===== config.mk =====
export PLATFORM = sky130hd
export DESIGN_NAME = fp_mul_pl
export DESIGN_NICKNAME = d
export VERILOG_FILES = /design/src/rtl/fp32_pkg.sv /design/src/rtl/fp32_round_pack.sv /design/src/rtl/fp_mul_pl.sv
export SDC_FILE = /design/constraint.sdc
export NUM_CORES = 2
export LEC_CHECK = 0
export CORE_MARGIN = 5
export CORE_UTILIZATION = 40
export DETAILED_ROUTE_END_ITERATION = 10
export GPL_ROUTABILITY_DRIVEN = 1
export MAX_ROUTING_LAYER = met4
export PLACE_DENSITY = 0.54
export SYNTH_ARGS = -nofsm -noshare
export SYNTH_HDL_FRONTEND = slang
export SYNTH_SLANG_ARGS = --single-unit

===== constraint.sdc =====
create_clock -name clk -period 15.36 [get_ports clk]
set_input_delay 3.072 -clock clk [delete_from_list [all_inputs] [get_ports clk]]
set_output_delay 3.072 -clock clk [all_outputs]
set_load 0.1 [all_outputs]

===== src/rtl/fp32_pkg.sv =====
// rtl/fp32_pkg.sv - shared FP32 field constants, operand classes and classifier
package fp32_pkg;
    localparam int FP32_SIGN_W   = 1;
    localparam int FP32_EXP_W    = 8;
    localparam int FP32_FRAC_W   = 23;
    localparam int FP32_EXP_BIAS = 127;
    localparam int FP32_EXP_MAX  = 255;
    localparam logic [31:0] FP32_QNAN = 32'h7FC00000;

    typedef enum logic [1:0] {ZERO, NORM, INF, NAN} fp32_class_t;

    // Subnormals classify as ZERO: this family flushes them on input.
    function automatic fp32_class_t fp32_classify(input logic [31:0] x);
        if (x[30:23] == 8'd0) begin
            return ZERO;
        end else if (x[30:23] == 8'hFF) begin
            return (x[22:0] == 23'd0) ? INF : NAN;
        end else begin
            return NORM;
        end
    endfunction
endpackage


===== src/rtl/fp32_round_pack.sv =====
// rtl/fp32_round_pack.sv - RNE rounding, range clamp and special-case override into a packed FP32
module fp32_round_pack
    import fp32_pkg::*;
(
    input  logic        i_sign,
    input  logic [9:0]  i_exp,
    input  logic [22:0] i_mant,
    input  logic        i_guard,
    input  logic        i_sticky,
    input  logic [1:0]  i_cls_a,
    input  logic [1:0]  i_cls_b,
    output logic [31:0] o_result
);
    logic              w_round_up;
    logic [23:0]       w_mant_rnd;
    logic signed [9:0] w_exp_rnd;
    logic              w_nan;
    logic              w_inf;
    logic              w_zero;

    assign w_round_up = i_guard & (i_sticky | i_mant[0]);
    // A carry out of the mantissa leaves the fraction bits at zero, so only the exponent moves.
    assign w_mant_rnd = {1'b0, i_mant} + {23'd0, w_round_up};
    assign w_exp_rnd  = $signed(i_exp) + $signed({9'd0, w_mant_rnd[23]});

    assign w_nan  = (i_cls_a == NAN) || (i_cls_b == NAN)
                 || ((i_cls_a == INF) && (i_cls_b == ZERO))
                 || ((i_cls_a == ZERO) && (i_cls_b == INF));
    assign w_inf  = (i_cls_a == INF) || (i_cls_b == INF);
    assign w_zero = (i_cls_a == ZERO) || (i_cls_b == ZERO);

    always_comb begin
        o_result = {i_sign, w_exp_rnd[7:0], w_mant_rnd[22:0]};
        if (w_nan) begin
            o_result = FP32_QNAN;
        end else if (w_inf) begin
            o_result = {i_sign, 8'hFF, 23'd0};
        end else if (w_zero) begin
            o_result = {i_sign, 31'd0};
        end else if (w_exp_rnd >= 10'sd255) begin
            o_result = {i_sign, 8'hFF, 23'd0};
        end else if (w_exp_rnd <= 10'sd0) begin
            o_result = {i_sign, 31'd0};
        end
    end
endmodule


===== src/rtl/fp_mul_pl.sv =====
// rtl/fp_mul_pl.sv - 3-cycle pipelined FP32 multiplier (unpack / normalize / round), flush-to-zero
module fp_mul_pl
    import fp32_pkg::*;
#(
    parameter int FTZ = 1
) (
    input  logic        clk,
    input  logic        rst,
    input  logic [31:0] A,
    input  logic [31:0] B,
    input  logic        D,
    output logic [31:0] C,
    output logic        V
);
    generate
        if (FTZ != 1) begin : g_ftz_check
            $error("fp_mul_pl only implements FTZ=1");
        end
    endgenerate

    logic [47:0] w_mant_a;
    logic [47:0] w_mant_b;
    logic [9:0]  w_exp_sum;
    logic [1:0]  w_cls_a;
    logic [1:0]  w_cls_b;

    logic        r1_vld, r1_sign;
    logic [9:0]  r1_exp;
    logic [47:0] r1_prod;
    logic [1:0]  r1_cls_a, r1_cls_b;

    logic [9:0]  w_exp_n;
    logic [22:0] w_mant_n;
    logic        w_guard_n, w_sticky_n;

    logic        r2_vld, r2_sign, r2_guard, r2_sticky;
    logic [9:0]  r2_exp;
    logic [22:0] r2_mant;
    logic [1:0]  r2_cls_a, r2_cls_b;

    logic [31:0] w_result;
    logic        r3_vld;
    logic [31:0] r3_result;

    assign w_mant_a  = {24'd0, |A[30:23], A[22:0]};
    assign w_mant_b  = {24'd0, |B[30:23], B[22:0]};
    assign w_exp_sum = {2'b00, A[30:23]} + {2'b00, B[30:23]} - 10'(FP32_EXP_BIAS);
    assign w_cls_a   = fp32_classify(A);
    assign w_cls_b   = fp32_classify(B);

    always_comb begin
        if (r1_prod[47]) begin
            w_exp_n    = r1_exp + 10'd1;
            w_mant_n   = r1_prod[46:24];
            w_guard_n  = r1_prod[23];
            w_sticky_n = |r1_prod[22:0];
        end else begin
            w_exp_n    = r1_exp;
            w_mant_n   = r1_prod[45:23];
            w_guard_n  = r1_prod[22];
            w_sticky_n = |r1_prod[21:0];
        end
    end

    fp32_round_pack u_round_pack (
        .i_sign   (r2_sign),
        .i_exp    (r2_exp),
        .i_mant   (r2_mant),
        .i_guard  (r2_guard),
        .i_sticky (r2_sticky),
        .i_cls_a  (r2_cls_a),
        .i_cls_b  (r2_cls_b),
        .o_result (w_result)
    );

    always_ff @(posedge clk) begin
        if (!rst) begin
            r1_vld <= 1'b0;
            r2_vld <= 1'b0;
            r3_vld <= 1'b0;
            V      <= 1'b0;
            C      <= 32'h0;
        end else begin
            r1_vld <= D;
            r2_vld <= r1_vld;
            r3_vld <= r2_vld;
            V      <= r3_vld;
            if (r3_vld) begin
                C <= r3_result;
            end
        end
    end

    // Payload registers need no reset: the valid chain alone decides what reaches C.
    always_ff @(posedge clk) begin
        r1_sign   <= A[31] ^ B[31];
        r1_exp    <= w_exp_sum;
        r1_prod   <= w_mant_a * w_mant_b;
        r1_cls_a  <= w_cls_a;
        r1_cls_b  <= w_cls_b;
        r2_sign   <= r1_sign;
        r2_exp    <= w_exp_n;
        r2_mant   <= w_mant_n;
        r2_guard  <= w_guard_n;
        r2_sticky <= w_sticky_n;
        r2_cls_a  <= r1_cls_a;
        r2_cls_b  <= r1_cls_b;
        r3_result <= w_result;
    end
endmodule


==> metrics.md <==
| Metric | Value |
|---|---|
| Initial DRT Pass Iterations | 5 |
| H-tree depth | 4 |
| Max-slew violations | 0 |
| Worst min-delay path category | reg -> reg |
| Core box area | 0.0605 sq mm |
| Clock Path Buffers | 2 |
| Ys async rst share | 0 |
| Syn avg cell area | 9.29 sq um |
| TritonCTS clock tree | done |
| MaxCap Viol Count | 0 |
| CP Data Arrival Time | 10,320 ps |
| ANT nets after route | 0 |
| Die footprint | 0.0662 sq mm |
| Initial antenna violation count | 1 |
| Clock transition at path regs | 70 ps |
| Share of cells above drive strength 1 | 0.0439 |
| Netlist cell types | 56 |
| Clock Skew | 8.44 ps |
| Fill cells | 5,848 |
| Slew headroom | 0.310 |
| Total negative slack | 0 ps |
| RSZ-0062 raised after global routing | no |
| Dominant cells by area after synthesis | fa_1 40%, dfxtp_1 14%, ha_1 9.9%, inv_1 8.1%, and2_1 6.3% |
| Final hold violations | 0 |
| Chip width | 257 um |
| Yosys warning total | 0 |
| Most used DFF post-synth | dfxtp_1 |
| DRC Markers | 0 |
| CTS Buf Count | 17 |
| Number of global-route vias before repair | 19,400 |
| Largest net degree at the start of global routing | 37 |
| Per-cell routed wire length | 19.1 um |
| # Post-CTS Setup Buffers | 0 |
| Input/output buffers | 99 |
| Period utilization | 0.652 |
| Critical path type | in -> reg |
| Fmax | 0.0999 GHz |
| DPL Wire Length | 48.7 mm |
| Post-Syn Nets | 3,375 |
| Critical path peak fanout | 25 |
| First-pass GRT wire length | 107 mm |
| Share of the synthesized area in the top cell type | 0.396 |
| GR Util All Layers | 0.211 |
| Min Tclk post-route | 10,010 ps |
| Seq/Total Area, Yosys | 0.140 |
| Root Buffer | clkbuf_16 |
| Nets | 3,417 |
| Clk Latency, worst-skew pair | 430 ps |
| Total length of routed wires | 66.5 mm |
| # hold bufs at CTS | 0 |
| Setup crit end kind | flop |
| Site Rows | 90 |
| Die H | 257 um |
| Worst-Margin Slew | 1030 ps |
| Via count | 17,600 |
| Grt total ovfl | 0 |
| Final setup fails | 0 |
| Gpl congestion | 0.885 |
| Placed insts | 3,436 |
| P&R area growth vs syn | 9.97% |
| I/O Pins | 100 |
| Mapped Cells | 2,631 |
| Post_cts resized | 0 |
| Synthesized cell area | 0.0244 sq mm |
| Number of flops mapped to enable cells by yosys | 0 |
| FF+latch count, synth | 171 |
| # clock sinks | 171 |
| Initial Util | 0.404 |
| DR vias/cell | 5.06 |
| Largest area contributor in the netlist | fa_1 |
| Status | complete, no violations |
| DR iter-0 viols | 1,130 |
| Non-Filler Instances | 3,472 |
| Critical path required time | 15,670 ps |
| CP startpoint kind | primary input |
final cells by class:
type | instances | area, sq um | area share
Sequential cell | 171 | 3420 | 0.127
Tap cell | 782 | 978 | 0.0364
Inverter | 527 | 1980 | 0.0736
Clock buffer | 21 | 470 | 0.0175
Multi-Input combinational cell | 1809 | 18600 | 0.691
Timing Repair Buffer | 147 | 1350 | 0.0501
Antenna cell | 4 | 10.0 | 0.000372
Clock inverter | 11 | 98.8 | 0.00368
synthesized netlist by cell type, drive strengths merged, types with 25 or more instances:
cell type and number:
nor2b 36, clkbuf 118, a21oi 55, ha 194, mux2 25, mux2i 32
o21ai 31, dfxtp 171, nand3 26, fa 483, nand2 379, inv 527
xor2 31, xnor2 61, and2 248, nor2 58
path summary, 6_finish.rpt:
check,slack (ps),end,startpoint,depth (start not counted)
setup / recovery,5350,r1_prod[40],A[28],26
hold / removal,330,r2_sign,r1_sign,0
setup reg to reg,10950,r3_result[11],r2_mant[0],16
hold reg to reg,330,r2_sign,r1_sign,0
routing by layer:
metal  vias to the layer above  global-route usage  share of wire
li1                       7969                   -              -
met1                      8959               0.287           0.45
met2                       529               0.334           0.46
met3                        98              0.0440          0.070
met4                         0              0.0371          0.018
met5                         -                   -              0
placed cells by master (no fill, tap or decap), drive strengths merged, types with 4 or more instances in the layout:
cell and n:
xnor2 61, a21oi 55, a21o 13, o21bai 13, xor2 31, o31ai 5, inv 534, diode 4
fa 483, nand2b 5, nor4 22, dfxtp 171, a211oi 6, nand3 26, o211ai 5, and3 14
mux2i 32, a31oi 7, o21a 8, buf 49, mux2 25, nand2 379, ha 194, o21ai 31
nand4 21, nor2 58, and2 248, clkbuf 21, nor2b 36, nor3 8, clkdlybuf4s50 98
metrics by stage:
step	instance area, sq um	setup WS [ps]	utilization	hold WS, ps
2_1_floorplan	24400	5990	-	310
4_1_cts	26900	5340	0.444	331
3_3_place_gp	26300	5000	0.435	314
3_5_place_dp	26300	4910	0.435	314
6_report	26900	5350	0.445	329
5_1_grt	26900	4970	0.444	334
flip-flops by register name, summed over array words and instances (netlist names):
| register | count |
|---|---|
| r3_result | 32 |
| r1_sign | 1 |
| r1_cls_a | 2 |
| r2_cls_b | 2 |
| r2_vld | 1 |
| V | 1 |
| r2_cls_a | 2 |
| r1_cls_b | 2 |
| r2_exp | 10 |
| r2_guard | 1 |
| r2_sign | 1 |
| C | 32 |
| r3_vld | 1 |
| r1_prod | 48 |
| r2_mant | 23 |
| r1_vld | 1 |
| r1_exp | 10 |
| r2_sticky | 1 |
critical path, stage by stage:
cell	delay, ps
clkdlybuf4s50_1	470
nor4_1	310
nand2_1	110
buf_4	260
and2_1	230
fa_1	510
fa_1	520
fa_1	540
inv_1	50
fa_1	500
inv_1	50
fa_1	530
inv_1	50
fa_1	470
inv_1	50
fa_1	370
ha_1	370
a21oi_1	190
inv_1	80
a21oi_1	170
o21ai_0	130
a221oi_2	460
o21ai_1	130
a31oi_1	400
o21ai_1	140
xnor2_1	140
logic make-up (layout without fill, tap and decap cells):
group | count (synthesis) | in the layout | synth area share
AO/OA/AOI/OAI | 159 | 159 | 0.0423
adder cells (fa/ha/maj) | 677 | 677 | 0.495
XOR/XNOR | 92 | 92 | 0.0330
multiplexers | 57 | 57 | 0.0246
flip-flops | 171 | 171 | 0.140
AND/OR/NAND/NOR | 824 | 824 | 0.165
buffers and inverters | 651 | 706 | 0.100
other | 0 | 4 | 0
Power is not shown: default switching activity piles up to over one toggle a cycle in this logic, so the estimate is an artifact.
==> edit 1: new RTL, same settings <==
Register the inputs `A`, `B` and `D` before use, without a reset. The logic sees them one clock later.
--- a/src/rtl/fp_mul_pl.sv
+++ b/src/rtl/fp_mul_pl.sv
@@ -12,6 +12,17 @@
     output logic [31:0] C,
     output logic        V
 );
+
+    logic [31:0] A_q;
+    logic [31:0] B_q;
+    logic D_q;
+
+    always_ff @(posedge clk) begin
+        A_q <= A;
+        B_q <= B;
+        D_q <= D;
+    end
+
     generate
         if (FTZ != 1) begin : g_ftz_check
             $error("fp_mul_pl only implements FTZ=1");
@@ -42,11 +53,11 @@
     logic        r3_vld;
     logic [31:0] r3_result;
 
-    assign w_mant_a  = {24'd0, |A[30:23], A[22:0]};
-    assign w_mant_b  = {24'd0, |B[30:23], B[22:0]};
-    assign w_exp_sum = {2'b00, A[30:23]} + {2'b00, B[30:23]} - 10'(FP32_EXP_BIAS);
-    assign w_cls_a   = fp32_classify(A);
-    assign w_cls_b   = fp32_classify(B);
+    assign w_mant_a  = {24'd0, |A_q[30:23], A_q[22:0]};
+    assign w_mant_b  = {24'd0, |B_q[30:23], B_q[22:0]};
+    assign w_exp_sum = {2'b00, A_q[30:23]} + {2'b00, B_q[30:23]} - 10'(FP32_EXP_BIAS);
+    assign w_cls_a   = fp32_classify(A_q);
+    assign w_cls_b   = fp32_classify(B_q);
 
     always_comb begin
         if (r1_prod[47]) begin
@@ -81,7 +92,7 @@
             V      <= 1'b0;
             C      <= 32'h0;
         end else begin
-            r1_vld <= D;
+            r1_vld <= D_q;
             r2_vld <= r1_vld;
             r3_vld <= r2_vld;
             V      <= r3_vld;
@@ -93,7 +104,7 @@
 
     // Payload registers need no reset: the valid chain alone decides what reaches C.
     always_ff @(posedge clk) begin
-        r1_sign   <= A[31] ^ B[31];
+        r1_sign   <= A_q[31] ^ B_q[31];
         r1_exp    <= w_exp_sum;
         r1_prod   <= w_mant_a * w_mant_b;
         r1_cls_a  <= w_cls_a;
Check against the original RTL: not equivalent (a bounded check fails within 10 cycles, from zero or initial values and one cycle with rst low).
==> edit 1 against the original RTL <==
Synthesized cell count increased by 4.8%; design area is 7.5% higher; critical path type is now flip-flop to flip-flop; setup slack improved by 2.5 ns; sequential cell count rose by 65; highest routed layer unchanged; register-to-register slack lost 3.1 ns; wire length is 10% higher; sequential share of layout area grew 3.6 points; count of clock-buffer cells in the layout rose by 10; critical path depth down 7; area after synthesis rose by 6.6%; clock skew is 0.061 ns higher.
Power is left out: the tool's default activity adds up to more than one toggle a clock period on the data nets, which glitch-free logic cannot reach.
==> edit 1: results (changes against the original RTL) <==
htreeDepth: 1  # -3
cts_buffers: 28  # +11
syn_nets: 3501  # +3.7%
root_buffer: "clkbuf_16"
first_pass_iters: 7  # +2
hpwlAfterDp_um: 54100  # +11%
post_cts_buffers: 0  # unchanged
antenna_found_initial: 4  # +3
clkTransAtPathRegs_ns: 0.07  # about the same
largest_reg_flops: 48  # unchanged
crit_fanout: 25  # unchanged
drt_iter0_drc: 1064  # -5.8%
hold_path_class: "flip-flop to flip-flop"
grt_util_all_layers: 0.215  # +0.00407
skew_ns: 0.0693  # +0.0608 ns
grt_pass1_wl_um: 116000  # +8.2%
cp_data_arrival_time_ns: 8.04  # -2.28 ns
status: "finished, final reports clean"
clock_latency_ns: 0.61  # +0.18 ns
cts.repair.resized: 0  # unchanged
crit_path_max_incr_delay_ns: 1.17  # +0.63 ns
syn_to_final_growth_pct: 10.9
grt_max_degree: 37  # unchanged
synthTopCellsByCount: "inv_1 (527), fa_1 (483), nand2_1 (397)"
gp_congestion: 0.874  # -1.3%
ys_seq_area_frac: 0.181  # +0.0412
synth_cell_types: 65  # +16%
fill_cells: 6300  # +7.7%
clk_path_buf_depth: 3  # +1
wl_um: 73300  # +10%
grt_pass1_vias: 20400  # +5.4%
synth-async-reset-ratio: 0  # unchanged
drive_above_1_share: 0.0492  # +0.00531
ys.flop_type: "dfxtp_1"
num_vias: 18700  # +6.7%
tightest_slew_ns: 1.27  # +0.243 ns
slowest_stage: "dfxtp_1"
top_register: "r1_prod"
ys_warn_count: 0  # unchanged
synth_top_cells_by_area: "fa_1 (37%), dfxtp_1 (18%), ha_1 (9.3%)"
portBuffers: 99  # unchanged
[edit 1: changes by cell type after synthesis, sizes merged, moves of 4 or more]
cell,before,now
a211o,0,5
a21o,13,19
a21oi,55,59
and3,14,18
clkbuf,118,125
dfxtp,171,236
nand2,379,397
nor2,58,67
nor2b,36,42
o21ai,31,42
o21bai,13,8
xnor2,61,50
[edit 1: final timing paths]
| kind | depth (start not counted) | endpoint | slack [ns] | startpoint |
|---|---|---|---|---|
| max | 19 | r1_prod[46] | 7.81 | A_q[15] |
| max reg2reg | 19 | r1_prod[46] | 7.81 | A_q[15] |
| min | 0 | r2_cls_a[1] | 0.33 | r1_cls_a[1] |
| min reg2reg | 0 | r2_cls_a[1] | 0.33 | r1_cls_a[1] |
[edit 1: routing by layer]
| metal | track usage | share of wire | routed length [um] | vias up |
|---|---|---|---|---|
| met5 | - | 0 | 0 | - |
| met2 | 0.353 | 0.48 | 35000 | 593 |
| met4 | 0.0587 | 0.030 | 2190 | 0 |
| met1 | 0.280 | 0.43 | 31600 | 9584 |
| li1 | - | - | - | 8403 |
| met3 | 0.0331 | 0.062 | 4550 | 155 |
[edit 1: cell type report]
type,count,area share
clock inverter,19,0.00710
clock buffer,31,0.0250
inverter,527,0.0684
timing repair buffer,146,0.0465
antenna,1,0.0000866
tap,855,0.0370
multi-input combinational,1864,0.652
sequential,236,0.164
[edit 1: cells by family after synthesis]
family | count (synthesis) | synth area share
AND/OR/NAND/NOR | 865 | 0.163
adder cells (fa/ha/maj) | 677 | 0.464
buffers and inverters | 657 | 0.0954
flip-flops | 236 | 0.181
AO/OA/AOI/OAI | 181 | 0.0444
XOR/XNOR | 82 | 0.0278
multiplexers | 59 | 0.0239
[edit 1: critical path, delay by kind of cell (launching register included)]
family	cells	cell delay [ns]
simple gates	2	0.87
fa+ha+maj	8	3.83
buf+inv	2	0.10
flops	1	1.17
compound gates	7	1.50
[edit 1: per-stage QoR]
step	worst slack [ns]	hold WS, ns	util	instance area, um2	std cells
3_3_place_gp	7.89	0.313	0.434	28000	3628
3_5_place_dp	7.73	0.314	0.434	28000	3628
4_1_cts	7.82	0.328	0.448	28900	3678
2_1_floorplan	8.83	0.310	-	26100	2757
5_1_grt	7.56	0.330	0.448	28900	3679
6_report	7.81	0.326	0.448	28900	3679
==> edit 2: new RTL, config.mk and constraints unchanged <==
Made on the original files. Register the output `C` once more; this adds one clock of latency there. The other outputs are not delayed to match.
--- a/src/rtl/fp_mul_pl.sv
+++ b/src/rtl/fp_mul_pl.sv
@@ -12,6 +12,8 @@
     output logic [31:0] C,
     output logic        V
 );
+
+    logic [31:0] C_s0;
     generate
         if (FTZ != 1) begin : g_ftz_check
             $error("fp_mul_pl only implements FTZ=1");
@@ -79,14 +81,14 @@
             r2_vld <= 1'b0;
             r3_vld <= 1'b0;
             V      <= 1'b0;
-            C      <= 32'h0;
+            C_s0   <= 32'h0;
         end else begin
             r1_vld <= D;
             r2_vld <= r1_vld;
             r3_vld <= r2_vld;
             V      <= r3_vld;
             if (r3_vld) begin
-                C <= r3_result;
+                C_s0 <= r3_result;
             end
         end
     end
@@ -107,5 +109,9 @@
         r2_cls_b  <= r1_cls_b;
         r3_result <= w_result;
     end
+    always_ff @(posedge clk) begin
+        C <= C_s0;
+    end
+
 endmodule
 
Formal check against the unedited RTL: not equivalent (a bounded check fails within 10 cycles, from zero or initial values and one cycle with rst low).
==> edit 2 against the original RTL <==
Setup slack worse by 0.19 ns; design area up 3.6%; sequential share of layout area up 1.9 points; critical endpoint is now r1_prod[45]; die area up 3.3%; sequential cell count up 32; area after synthesis up 3.5%; wire length up 1.9%.
Power is not shown: default switching activity piles up to over one toggle a cycle in this logic, so the estimate is an artifact.
==> edit 2: results (changes against the original RTL) <==
grtUsageMet1: 0.287  # about the same
slowest_stage: "or4_1"
pre_cts_ws_ns: 4.69  # -0.225 ns
wl_met2_um: 31700  # +4.0%
crit_path_max_incr_delay_ns: 0.59  # +0.05 ns
grt_use_met2: 0.338  # +0.00396
antenna_found_initial: 0  # -1
cp_data_arrival_time_ns: 10.56  # +0.24 ns
gp_congestion: 0.866  # -2.1%
avgRoutedWirePerCell_um: 18.8  # -1.7%
drive_above_1_share: 0.0429  # -0.00105
ys_seq_area_frac: 0.161  # +0.0206
viasPerCell: 5.06  # about the same
max_freq_ghz: 0.0981  # -1.8%
grt_pass1_wl_um: 111000  # +3.1%
placed_cell_area_mm2: 0.0272  # +3.5%
syn_area_per_cell_um2: 9.38  # +0.95%
synth_cell_types: 60  # +7.1%
status: "finished, final reports clean"
grt_pass1_vias: 20200  # +4.2%
wl_met3_um: 4270  # -8.5%
slew_headroom: 0.177  # -0.133
syn_nets: 3441  # +2.0%
startpoint: "A[26]"
num_vias: 18200  # +3.7%
met1_length_um: 30100  # -0.27%
placed_cells: 3564  # +3.7%
fin_nets: 3483  # +1.9%
diodes: 0  # -4
hpwlAfterDp_um: 49300  # +1.2%
met3_usage: 0.0210  # -0.0230
cts_buffers: 19  # +2
period_needed_ns: 10.20  # +0.186 ns
[edit 2: kinds of logic after synthesis]
| family | Yosys count | synth area share |
|---|---|---|
| adder cells (fa/ha/maj) | 677 | 0.478 |
| AO/OA/AOI/OAI | 166 | 0.0451 |
| XOR/XNOR | 89 | 0.0308 |
| flip-flops | 203 | 0.161 |
| multiplexers | 57 | 0.0238 |
| AND/OR/NAND/NOR | 855 | 0.165 |
| buffers and inverters | 650 | 0.0969 |
[edit 2: cell type report]
class / instances / area [um2]
tap: 846 / 1060
clock inverter: 10 / 138
timing repair buffer: 146 / 1340
clock buffer: 24 / 504
sequential: 203 / 4070
multi-input combinational: 1844 / 18800
inverter: 525 / 1970
fill: 6188 / 35000
[edit 2: path summary, 6_finish.rpt]
check | cells after the start | slack, ns | end
worst max-delay path | 25 | 5.16 | r1_prod[45]
worst max register to register | 18 | 10.70 | r3_result[7]
worst min register to register | 0 | 0.33 | r2_sign
worst min-delay path | 0 | 0.33 | r2_sign
